--- src/rtl/mult_arbiter_if.sv ---
// Request/response and shared-multiplier bundle for mult_arbiter.
// 'slave' is the arbiter side; 'master' is the environment (requesters, sink, multiplier).
interface mult_arbiter_if;
    logic [1:0]  req_valid;
    logic [1:0]  req_ready;
    logic [31:0] req0_ops;
    logic [31:0] req1_ops;
    logic        resp_valid;
    logic        resp_ready;
    logic        resp_id;
    logic [7:0]  resp_data;
    logic [7:0]  m_a;
    logic [7:0]  m_b;
    logic [7:0]  m_c;
    logic [7:0]  m_d;
    logic [3:0]  m_en;
    logic [7:0]  m_result;
    logic        busy;

    modport slave (
        input  req_valid, req0_ops, req1_ops, resp_ready, m_result,
        output req_ready, resp_valid, resp_id, resp_data,
               m_a, m_b, m_c, m_d, m_en, busy
    );

    modport master (
        output req_valid, req0_ops, req1_ops, resp_ready, m_result,
        input  req_ready, resp_valid, resp_id, resp_data,
               m_a, m_b, m_c, m_d, m_en, busy
    );
endinterface

--- src/rtl/mult_arbiter.sv ---
// Two-requester round-robin front end for a shared pipelined multiplier computing a*b+c*d.
// One operation in flight; the result is sampled LAT cycles after the issue cycle.
module mult_arbiter #(
    parameter int LAT = 2
) (
    input  logic          clk,
    input  logic          rst,
    mult_arbiter_if.slave bus
);
    typedef enum logic [1:0] {IDLE, ISSUE, WAIT, RESP} state_t;

    localparam logic [3:0] CNT_LOAD = 4'(LAT - 1);

    state_t     state, state_nx;
    logic       rr;
    logic [3:0] cnt;
    logic       gnt_id;
    logic       hs;

    // Grant is only offered from IDLE, so a handshake can never overlap a response accept.
    always_comb begin
        gnt_id        = 1'b0;
        bus.req_ready = 2'b00;
        case (bus.req_valid)
            2'b01:   gnt_id = 1'b0;
            2'b10:   gnt_id = 1'b1;
            2'b11:   gnt_id = rr;
            default: gnt_id = 1'b0;
        endcase
        if (state == IDLE && !rst && |bus.req_valid)
            bus.req_ready = gnt_id ? 2'b10 : 2'b01;
    end

    assign hs = |(bus.req_valid & bus.req_ready);

    always_ff @(posedge clk) begin
        if (rst) state <= IDLE;
        else     state <= state_nx;
    end

    always_comb begin
        state_nx       = state;
        bus.m_en       = 4'b0000;
        bus.resp_valid = 1'b0;
        bus.busy       = (state != IDLE);
        case (state)
            IDLE:  if (hs) state_nx = ISSUE;
            ISSUE: begin
                bus.m_en = 4'b1111;
                state_nx = WAIT;
            end
            WAIT:  if (cnt == 4'd0) state_nx = RESP;
            RESP: begin
                bus.resp_valid = 1'b1;
                if (bus.resp_ready) state_nx = IDLE;
            end
            default: state_nx = IDLE;
        endcase
    end

    // Operand registers double as the multiplier inputs, so they are stable from ISSUE onward.
    always_ff @(posedge clk) begin
        if (rst) begin
            rr            <= 1'b0;
            cnt           <= 4'd0;
            bus.resp_id   <= 1'b0;
            bus.resp_data <= 8'd0;
            bus.m_a       <= 8'd0;
            bus.m_b       <= 8'd0;
            bus.m_c       <= 8'd0;
            bus.m_d       <= 8'd0;
        end else begin
            case (state)
                IDLE: if (hs) begin
                    {bus.m_a, bus.m_b, bus.m_c, bus.m_d} <= gnt_id ? bus.req1_ops : bus.req0_ops;
                    bus.resp_id <= gnt_id;
                    rr          <= ~gnt_id;
                end
                ISSUE: cnt <= CNT_LOAD;
                WAIT: begin
                    if (cnt == 4'd0) bus.resp_data <= bus.m_result;
                    else             cnt           <= cnt - 4'd1;
                end
                default: ;
            endcase
        end
    end
endmodule
--- src/flat_wrapper.sv ---
// flat-port wrapper written by rule: the top's interface ports become plain ports
module mult_arbiter_flat 
#(
    parameter int LAT = 2
)
  (clk, rst, bus_req_valid, bus_req0_ops, bus_req1_ops, bus_resp_ready, bus_m_result, bus_req_ready, bus_resp_valid, bus_resp_id, bus_resp_data, bus_m_a, bus_m_b, bus_m_c, bus_m_d, bus_m_en, bus_busy);
  mult_arbiter_if bus_i ();
  input  logic clk;
  input  logic rst;
  input wire logic [$bits(bus_i.req_valid)-1:0] bus_req_valid;
  input wire logic [$bits(bus_i.req0_ops)-1:0] bus_req0_ops;
  input wire logic [$bits(bus_i.req1_ops)-1:0] bus_req1_ops;
  input wire logic [$bits(bus_i.resp_ready)-1:0] bus_resp_ready;
  input wire logic [$bits(bus_i.m_result)-1:0] bus_m_result;
  output wire logic [$bits(bus_i.req_ready)-1:0] bus_req_ready;
  output wire logic [$bits(bus_i.resp_valid)-1:0] bus_resp_valid;
  output wire logic [$bits(bus_i.resp_id)-1:0] bus_resp_id;
  output wire logic [$bits(bus_i.resp_data)-1:0] bus_resp_data;
  output wire logic [$bits(bus_i.m_a)-1:0] bus_m_a;
  output wire logic [$bits(bus_i.m_b)-1:0] bus_m_b;
  output wire logic [$bits(bus_i.m_c)-1:0] bus_m_c;
  output wire logic [$bits(bus_i.m_d)-1:0] bus_m_d;
  output wire logic [$bits(bus_i.m_en)-1:0] bus_m_en;
  output wire logic [$bits(bus_i.busy)-1:0] bus_busy;
  assign bus_i.req_valid = bus_req_valid;
  assign bus_i.req0_ops = bus_req0_ops;
  assign bus_i.req1_ops = bus_req1_ops;
  assign bus_i.resp_ready = bus_resp_ready;
  assign bus_i.m_result = bus_m_result;
  assign bus_req_ready = bus_i.req_ready;
  assign bus_resp_valid = bus_i.resp_valid;
  assign bus_resp_id = bus_i.resp_id;
  assign bus_resp_data = bus_i.resp_data;
  assign bus_m_a = bus_i.m_a;
  assign bus_m_b = bus_i.m_b;
  assign bus_m_c = bus_i.m_c;
  assign bus_m_d = bus_i.m_d;
  assign bus_m_en = bus_i.m_en;
  assign bus_busy = bus_i.busy;
  mult_arbiter #(.LAT(LAT)) u_core (.clk(clk), .rst(rst), .bus(bus_i));
endmodule
--- config.mk ---
export PLATFORM = sky130hd
export DESIGN_NAME = mult_arbiter_flat
export DESIGN_NICKNAME = d
export VERILOG_FILES = /design/src/rtl/mult_arbiter_if.sv /design/src/rtl/mult_arbiter.sv /design/src/flat_wrapper.sv
export SDC_FILE = /design/constraint.sdc
export NUM_CORES = 1
export LEC_CHECK = 0
export BUFFER_PORTS_ARGS = -buffer_cell sky130_fd_sc_hd__buf_2
export CAP_MARGIN = 20
export CELL_PAD_IN_SITES_DETAIL_PLACEMENT = 1
export CELL_PAD_IN_SITES_GLOBAL_PLACEMENT = 1
export CORE_MARGIN = 3
export CORE_UTILIZATION = 34
export CTS_BUF_LIST = sky130_fd_sc_hd__clkbuf_4 sky130_fd_sc_hd__clkbuf_8 sky130_fd_sc_hd__clkbuf_16
export DETAILED_ROUTE_END_ITERATION = 16
export PLACE_DENSITY_LB_ADDON = 0.08
export SLEW_MARGIN = 20
export SYNTH_ARGS = -nofsm -noshare
export SYNTH_HDL_FRONTEND = slang
export SYNTH_SLANG_ARGS = --single-unit
--- constraint.sdc ---
create_clock -name clk -period 2.5 [get_ports clk]
set_input_delay 0.125 -clock clk [delete_from_list [all_inputs] [get_ports clk]]
set_output_delay 0.125 -clock clk [all_outputs]
set_load 0.005 [all_outputs]
==> results of run 1 <==
-- metal layers --
metal | GRT usage [%] | up-vias | wire length, um
met5 | 0 | - | 0
met4 | 4.06 | 0 | 56
met3 | 6.64 | 6 | 605
met2 | 34.0 | 81 | 3660
met1 | 23.6 | 1201 | 3330
li1 | - | 1246 | -
-- cell usage after synthesis (all sizes together) --
cell    number  area [um2]
dfxtp       48         961
nand4       33         206
a31oi       32         200
nand3       32         160
o21ai       32         160
clkbuf      19        71.3
buf         16         103
mux2i        9        90.1
nor2         9        33.8
ha           7        87.6
inv          6        22.5
nand2        6        22.5
a21oi        4        23.8
a211oi       3        22.5
a211o        2        17.5
and2         2        12.5
nand3b       2        15.0
nor2b        2        12.5
a2111o       1        11.3
a21o         1        7.51
a221oi       1        26.3
a311oi       1        8.76
and3b        1        8.76
and4bb       1        12.5
clkinv       1        3.75
nand2b       1        6.26
o211a        1        10.0
o21bai       1        11.3
or3b         1        8.76
or4b         1        10.0
-- layout make-up --
| cell class | count | area (um2) |
|---|---|---|
| fill | 839 | 3450 |
| multi-input combinational | 186 | 1190 |
| sequential | 48 | 961 |
| timing repair buffer | 135 | 713 |
| clock buffer | 7 | 96.3 |
| tap | 77 | 96.3 |
| inverter | 7 | 26.3 |
-- layout by cell type, fill, tap and decap left out, drive strengths merged, types with 2 or more instances in the layout --
cell type	Yosys	routed
and2	2	2
a31oi	32	32
a21oi	4	4
nand2	6	6
a211o	2	2
nand3	32	32
mux2i	9	9
a211oi	3	3
inv	6	6
o21ai	32	32
dfxtp	48	48
nor2	9	9
nor2b	2	2
nand4	33	33
buf	16	135
nand3b	2	2
clkbuf	19	7
ha	7	7
-- power groups by stage --
stage	registers, mW	logic [mW]	clock network, mW
after floorplan	1.01	0.807	0
after global placement	1.01	1.17	0
after detailed placement	1.01	1.20	0
after CTS	0.996	1.20	0.512
after global routing	1.02	1.32	0.548
final	0.994	1.18	0.494
-- state kept, by name (all words and copies together), names as in the netlist --
name / cells
u_core.bus.resp_id: 1
u_core.bus.m_b: 8
u_core.bus.m_a: 8
u_core.rr: 1
u_core.cnt: 4
u_core.state: 2
u_core.bus.resp_data: 8
u_core.bus.m_c: 8
u_core.bus.m_d: 8
-- worst register-to-register path, cell delays in order, from the launching register on --
cell and delay [ps]:
dfxtp_1 350, inv_1 110, ha_1 410, or4b_1 500, a211o_1 290, a21oi_1 130
-- cells by family (layout without fill, tap and decap cells) --
kind of cell / after synthesis / in the layout / synth area share, %
AND/OR/NAND/NOR: 91 / 91 / 21.7
AO/OA/AOI/OAI: 79 / 79 / 21.3
flip-flops: 48 / 48 / 40.9
buffers and inverters: 42 / 149 / 8.53
multiplexers: 9 / 9 / 3.84
adder cells (fa/ha/maj): 7 / 7 / 3.73
-- through the flow --
stage | std cells | setup slack, ps | instance area, um2 | utilization (%)
after floorplan | 276 | 987 | 2350 | -
after global placement | 453 | 733 | 2980 | 45.7
after detailed placement | 453 | 652 | 2980 | 45.7
after CTS | 460 | 509 | 3080 | 47.1
after global routing | 460 | 363 | 3080 | 47.1
final | 460 | 543 | 3080 | 47.1
-- final timing paths --
kind / start / to / slack [ps] / cells past startpoint
worst max-delay path: u_core.state[0]$_SDFFE_PP0P_ / bus_req_ready[1] / 540 / 7
worst min-delay path: rst / u_core.rr$_SDFFE_PP0P_ / 40 / 2
worst max register to register: u_core.state[0]$_SDFFE_PP0P_ / u_core.cnt[3]$_SDFFE_PP0P_ / 640 / 5
worst min register to register: u_core.bus.resp_id$_SDFFE_PP0P_ / u_core.bus.resp_id$_SDFFE_PP0P_ / 460 / 2
==> metrics, run 1 <==
worst hold path type=in2reg; Design Power=about 2.7 mW; clock net sink count=48; RSZ-0062 raised after global routing=no; I/O pins=around 130; CP max stage delay=about 350 ps; routed wire length=about 7600 um; CP bufs+invs=3; Int Pwr=1.64 mW; area grow syn2layout=31.2%; total setup buffers inserted after CTS=0; Layout Nets=between 400 and 500; Total Routing Usage GR=~20%; die area=around 8000 um2; Worst-Skew Late Latency=around 300 ps; sequential fraction of the synthesis area=between 40% and 50%; clk_skew=roughly 5.5 ps; Slew HR=between 50% and 60%; row count=29; Syn Area/Cell=about 8.5 um2; CP delay by family, top=buffers and inverters; detailed placement HPWL=between 5000 and 6000 um; H-tree depth=2; Final Wtd Congestion=about 0.76; Max Fclk=511 MHz; max_cap viols=0; via count=around 2500; final hold slack=44.3 ps; gr ovfl total=0; Initial Util=around 36%; Cell Pwr Density=between 800 and 900 nW/um2; part of the cycle the worst path needs=78.3%; sequential share of power=around 37%; largest net degree at the start of global routing=47; clock power share=a little under a fifth; Mapped Area=2350 um2; Starting DRT DRC Count=110; # setup viols final=0; Crit Path Class=reg2out; Worst Path Required=approximately 2400 ps; Final Hold Vio Count=0; Worst setup SP type=flip-flop; NetSw=1.03 mW; #FFs+latches synth=48; first-pass GRT wire length=roughly 12000 um; antenna fix cells=0; CP Capture Type=output port; Avg WL per Cell=~17 um; vias in the first global route=2553; cell breakdown of the critical path=inv_1, ha_1, and2_1, buf_4, nand2_1, nor2_1, buf_2; Crit path arrival time=1830 ps; Mapped Nets=between 300 and 400; combinational power share=around 44%; Worst-Margin Slew=a little under 700 ps; post-route ant nets=0; VDD IR-drop max=about 340 uV; outcome=finished, final reports clean; Min Clock Period, post-route=1960 ps; library cells used by synthesis=35; die height=between 80 and 90 um; DRC errors left=0; Cells after Synth=around 280; Slowest-stage cell, CP=dfxtp_1; Reg clk slew, reported paths=around 90 ps; yosys warns=0; Pins Over Slew Limit=0; first-pass detailed-route iteration total=4; die width=~89 um; port bufs=around 130; crit path max fanout=15; CTS resizes=0; CTS tree=built; Via density=5.51; hold_buf cts=0; core area=between 6000 and 7000 um2; sw frac=38.5%; Max Root-Sink Buffers=2; initial antenna violation count=0; setup TNS=0 ps; share of cells above drive strength 1=between 30% and 40%; CTS Buf Count=5; Leak=1.34 nW; CTS root buffer=clkbuf_8
(Power assumes the default switching activity.)
==> run 2: changes to the inputs <==
CORE_UTILIZATION = 28   (was 34)
clock period = 1.8 ns   (was 2.5 ns; I/O delays follow)
==> metrics, run 2 (synthesis gave the netlist of run 1 again) <==
outcome=finished, final reports clean; first-pass GRT wire length=about 13000 um; setup TNS=0 ps; worst hold path type=in2reg; most common cell after layout, fill and taps aside=buf_2; antenna fix cells=0; worst hold path endpoint=u_core.rr$_SDFFE_PP0P_; die height=97.6 um; CP delay by family, top=buffers and inverters; die width=around 100 um; max_cap viols=0; Final Hold Vio Count=0; Worst setup SP type=flip-flop; Slew HR=between 60% and 70%; Crit path arrival time=about 1600 ps; detailed placement HPWL=around 5700 um; Setup crit start=u_core.state[0]$_SDFFE_PP0P_; post-route ant nets=0; CTS tree=built; RR Endpoint=u_core.cnt[3]$_SDFFE_PP0P_; Placed Area=around 3100 um2; Max Fclk=between 500 and 600 MHz; Non-Filler Instances=roughly 490; die area=about 9500 um2; # setup viols final=0; Layout Nets=471; Pins Over Slew Limit=0; CP max stage delay=roughly 360 ps; most frequent cells in the layout=buf_2, dfxtp_1, nand4_1; dpl cells=482; Fillers=between 900 and 1000; Worst Path Required=approximately 1700 ps; CTS Buf Count=5; clk_skew=7.12 ps; Via density=between 5 and 6; Max Root-Sink Buffers=2; DRC errors left=0; RSZ-0062 raised after global routing=no; initial antenna violation count=0; Cell Pwr Density=around 1200 nW/um2; crit path max fanout=16; Leak=about 1.4 nW; hold_buf cts=0; vias in the first global route=2655; hold path depth=2; worst r2r src=u_core.state[0]$_SDFFE_PP0P_; via count=approximately 2600; port bufs=about 130; Min-Delay Startpoint=rst; Final Wtd Congestion=0.729; routed wire length=approximately 8300 um; worst setup margin=roughly 120 ps; gr ovfl total=0; clock net sink count=48; Crit Path Class=reg2out; Worst-Margin Slew=~520 ps; CTS root buffer=clkbuf_8; Total Routing Usage GR=between 15 and 20%; Slowest-stage cell, CP=dfxtp_2; VDD IR-drop max=about 340 uV; Reg2Reg Depth=5; Worst-Skew Late Latency=around 290 ps; total setup buffers inserted after CTS=0; part of the cycle the worst path needs=between 90 and 100%; first-pass detailed-route iteration total=4; cell breakdown of the critical path=inv_1, ha_4, and3b_2, buf_12, and2_1, buf_2; CP bufs+invs=3; row count=32; Initial Util=around 30%; I/O pins=between 100 and 150; share of cells above drive strength 1=roughly two fifths; reg-to-reg slack, setup=130 ps; area grow syn2layout=34.5%; Avg WL per Cell=17.0 um; largest net degree at the start of global routing=47; Min Clock Period, post-route=around 1700 ps; Reg clk slew, reported paths=approximately 90 ps; H-tree depth=2; core area=a little under 8000 um2; fin area=3160 um2; Post-Place Worst Slack=slightly above 100 ps; CP Capture Type=output port; Starting DRT DRC Count=around 120
-- run 2: cell count changes in the layout (fill, tap and decap cells not counted) --
cell and delta:
clkinv_2 +1, dfxtp_1 -2, and3b_1 -1, and3b_2 +1
buf_4 +3, or3b_4 +1, or3b_1 -1, ha_1 -1
clkbuf_4 +1, buf_12 +1, ha_4 +1, dfxtp_2 +2
clkbuf_8 -2
-- run 2: metrics by stage --
stage               hold WS (ps)  power (mW)  util [%]
global route                10.9        4.12      39.8
CTS                         5.13        3.83      39.6
finish                      11.5        3.83      39.8
floorplan                    237        2.53         -
detailed placement           333        3.18      38.6
global placement             330        3.16      38.6
-- run 2: area by class of cell --
cell class	instances	area, um2	area share (%)
multi-input combinational	186	1200	38.1
sequential	48	963	30.5
timing repair buffer	139	756	23.9
tap	102	128	4.04
clock buffer	6	76.3	2.42
inverter	7	26.3	0.832
clock inverter	1	5.00	0.159
-- run 2: report_power, final --
part | leakage, nW | total [mW] | switching [mW] | internal, mW
registers | 0.392 | 1.39 | 0.119 | 1.27
logic | 0.914 | 1.80 | 1.02 | 0.777
clock network | 0.0445 | 0.633 | 0.352 | 0.280
total | 1.35 | 3.83 | 1.50 | 2.33
-- run 2: what timing repair did --
action,4_1_cts,5_1_grt
hold endpoints to repair,0,0
resized for setup,2,4
setup endpoints to repair,1,3
-- run 2: routing by layer --
metal  global-route usage [%]  wire (um)
met4                     3.83         65
met1                     21.6       3730
met2                     28.6       3950
met5                        0          0
met3                     4.67        578
-- run 2: worst max-delay path by stage --
stage / depth (start not counted) / slack (ps) / to
global placement: 5 / 210 / u_core.state[1]$_SDFFE_PP0P_
detailed placement: 5 / 100 / u_core.state[1]$_SDFFE_PP0P_
CTS: 6 / 20 / bus_req_ready[0]
global route: 6 / 30 / bus_req_ready[0]
finish: 6 / 120 / bus_req_ready[0]
floorplan: 6 / 290 / u_core.state[1]$_SDFFE_PP0P_
==> run 3: changes to the inputs <==
CELL_PAD_IN_SITES_DETAIL_PLACEMENT = not set   (was 1)
CELL_PAD_IN_SITES_GLOBAL_PLACEMENT = not set   (was 1)
CORE_UTILIZATION = 40   (was 28)
==> metrics, run 3 (synthesis gave the netlist of run 1 again) <==
outcome=finished, final reports clean; RSZ-0062 raised after global routing=no; routed wire length=around 7200 um; Pins Over Slew Limit=0; Leak=about 1.4 nW; largest net degree at the start of global routing=48; Crit path arrival time=1850 ps; clock power share=19.1%; CTS Buf Count=5; Worst-Margin Slew=between 800 and 900 ps; die area=roughly 7000 um2; Total Routing Usage GR=~20%; worst hold path endpoint=u_core.bus.resp_data[6]$_SDFFE_PP0P_; I/O pins=126; Min-Delay Startpoint=bus_m_result[6]; combinational power share=between 40 and 50%; CP bufs+invs=1; Initial Util=a little over two fifths; max_cap viols=0; Cell Pwr Density=1230 nW/um2; CTS root buffer=clkbuf_8; post-route ant nets=0; Avg WL per Cell=approximately 16 um; Final Wtd Congestion=between 0.7 and 0.8; most common cell after layout, fill and taps aside=buf_2; core area=between 5000 and 6000 um2; final hold slack=~27 ps; Final Hold Vio Count=0; worst hold path type=in2reg; # setup viols final=0; reg-to-reg slack, setup=approximately 170 ps; vias in the first global route=2411; most frequent cells in the layout=buf_2, dfxtp_1, nand4_1; first-pass GRT wire length=10800 um; Min Clock Period, post-route=approximately 1600 ps; sw frac=37.1%; VDD IR-drop max=around 510 uV; crit path max fanout=4; die width=~83 um; Worst-Skew Late Latency=300 ps; Int Pwr=2.44 mW; clk_skew=around 5.0 ps; H-tree depth=2; Layout Nets=~480; CP max stage delay=roughly 480 ps; Reg2Reg Depth=5; area grow syn2layout=34.3%; clock net sink count=between 40 and 50; Reg clk slew, reported paths=approximately 80 ps; Slew HR=46.0%; Starting DRT DRC Count=185; area of the multi-input gates=1190 um2; worst r2r src=u_core.state[0]$_SDFFE_PP0P_; DRC errors left=0; Worst Path Required=a little over 2000 ps; Design Power=roughly 3.9 mW; port bufs=125; cell breakdown of the critical path=inv_1, ha_1, or4b_1, a211o_1, a21oi_1; Slowest-stage cell, CP=or4b_1; CP Capture Type=flip-flop; share of cells above drive strength 1=between 40% and 50%; RR Endpoint=u_core.cnt[3]$_SDFFE_PP0P_; die height=between 80 and 90 um; antenna fix cells=0; Crit Path Class=reg2reg; initial antenna violation count=0; hold_buf cts=0; CP delay by family, top=simple AND/OR/NAND/NOR gates; NetSw=approximately 1.4 mW; Via density=between 5 and 6; CTS tree=built; Max Root-Sink Buffers=2; detailed placement HPWL=a little under 5000 um; Worst setup SP type=flip-flop; CP Depth=5; row count=27; first-pass detailed-route iteration total=4; Max Fclk=614 MHz; storage element area=roughly 960 um2; part of the cycle the worst path needs=just over 90%; gr ovfl total=0; Fillers=about 570; via count=2586; hold path depth=3; setup TNS=0 ps; sequential share of power=between 30% and 40%
-- run 3: cell types whose count changed in the layout (fill, tap and decap cells not counted), sizes merged --
cell,previous run,this run
buf,139,144
bufinv,0,1
clkbuf,6,5
clkinv,2,1
-- run 3: repair_timing --
item | CTS | global route
setup buffers | 0 | 4
setup endpoints to repair | 1 | 2
resized for setup | 2 | 3
-- run 3: power groups by stage --
stage / Sequential (mW) / Combinational [mW] / Clock, mW
floorplan: 1.41 / 1.12 / 0
finish: 1.39 / 1.75 / 0.742
detailed placement: 1.40 / 1.71 / 0
global placement: 1.40 / 1.70 / 0
CTS: 1.39 / 1.72 / 0.755
global route: 1.42 / 1.94 / 0.798
-- run 3: how the worst max path moves through the flow --
stage / start / endpoint / slack (ps)
after detailed placement: u_core.state[0]$_SDFFE_PP0P_ / u_core.cnt[3]$_SDFFE_PP0P_ / 190
after global routing: u_core.cnt[0]$_SDFFE_PP0P_ / u_core.state[1]$_SDFFE_PP0P_ / 60
after global placement: u_core.state[0]$_SDFFE_PP0P_ / u_core.cnt[0]$_SDFFE_PP0P_ / 220
after floorplan: u_core.cnt[0]$_SDFFE_PP0P_ / u_core.state[1]$_SDFFE_PP0P_ / 290
after CTS: u_core.state[0]$_SDFFE_PP0P_ / bus_req_ready[0] / 20
final: u_core.state[0]$_SDFFE_PP0P_ / u_core.cnt[3]$_SDFFE_PP0P_ / 170
-- run 3: area by class of cell --
cell class              instances  share of cell area [%]
clock buffers                   5                    2.18
clock inverters                 1                   0.952
inverters                       7                   0.833
multi-input cells             186                    37.7
flip-flops and latches         48                    30.6
well taps                      72                    2.86
repair buffers                144                    24.9
-- run 3: metrics by stage --
stage	utilization, %	setup slack (ps)	area, um2	cells
detailed placement	53.7	191	3010	453
global route	56.2	61.6	3150	463
floorplan	-	287	2350	276
CTS	55.6	24.7	3120	459
finish	56.2	171	3150	463
global placement	53.7	218	3010	453
-- run 3: layer usage --
| metal | vias up | track usage [%] | routed length [um] |
|---|---|---|---|
| li1 | 1267 | - | - |
| met1 | 1211 | 24.9 | 3170 |
| met2 | 103 | 34.1 | 3360 |
| met3 | 5 | 4.77 | 623 |
| met4 | 0 | 7.35 | 52 |
| met5 | - | 0 | 0 |
-- run 3: worst reg2reg max path, cell delays in order, from the launching register on --
cell and delay [ps]:
dfxtp_2 340, inv_1 110, ha_1 230, or4b_1 480
a211o_1 290, a21oi_1 110
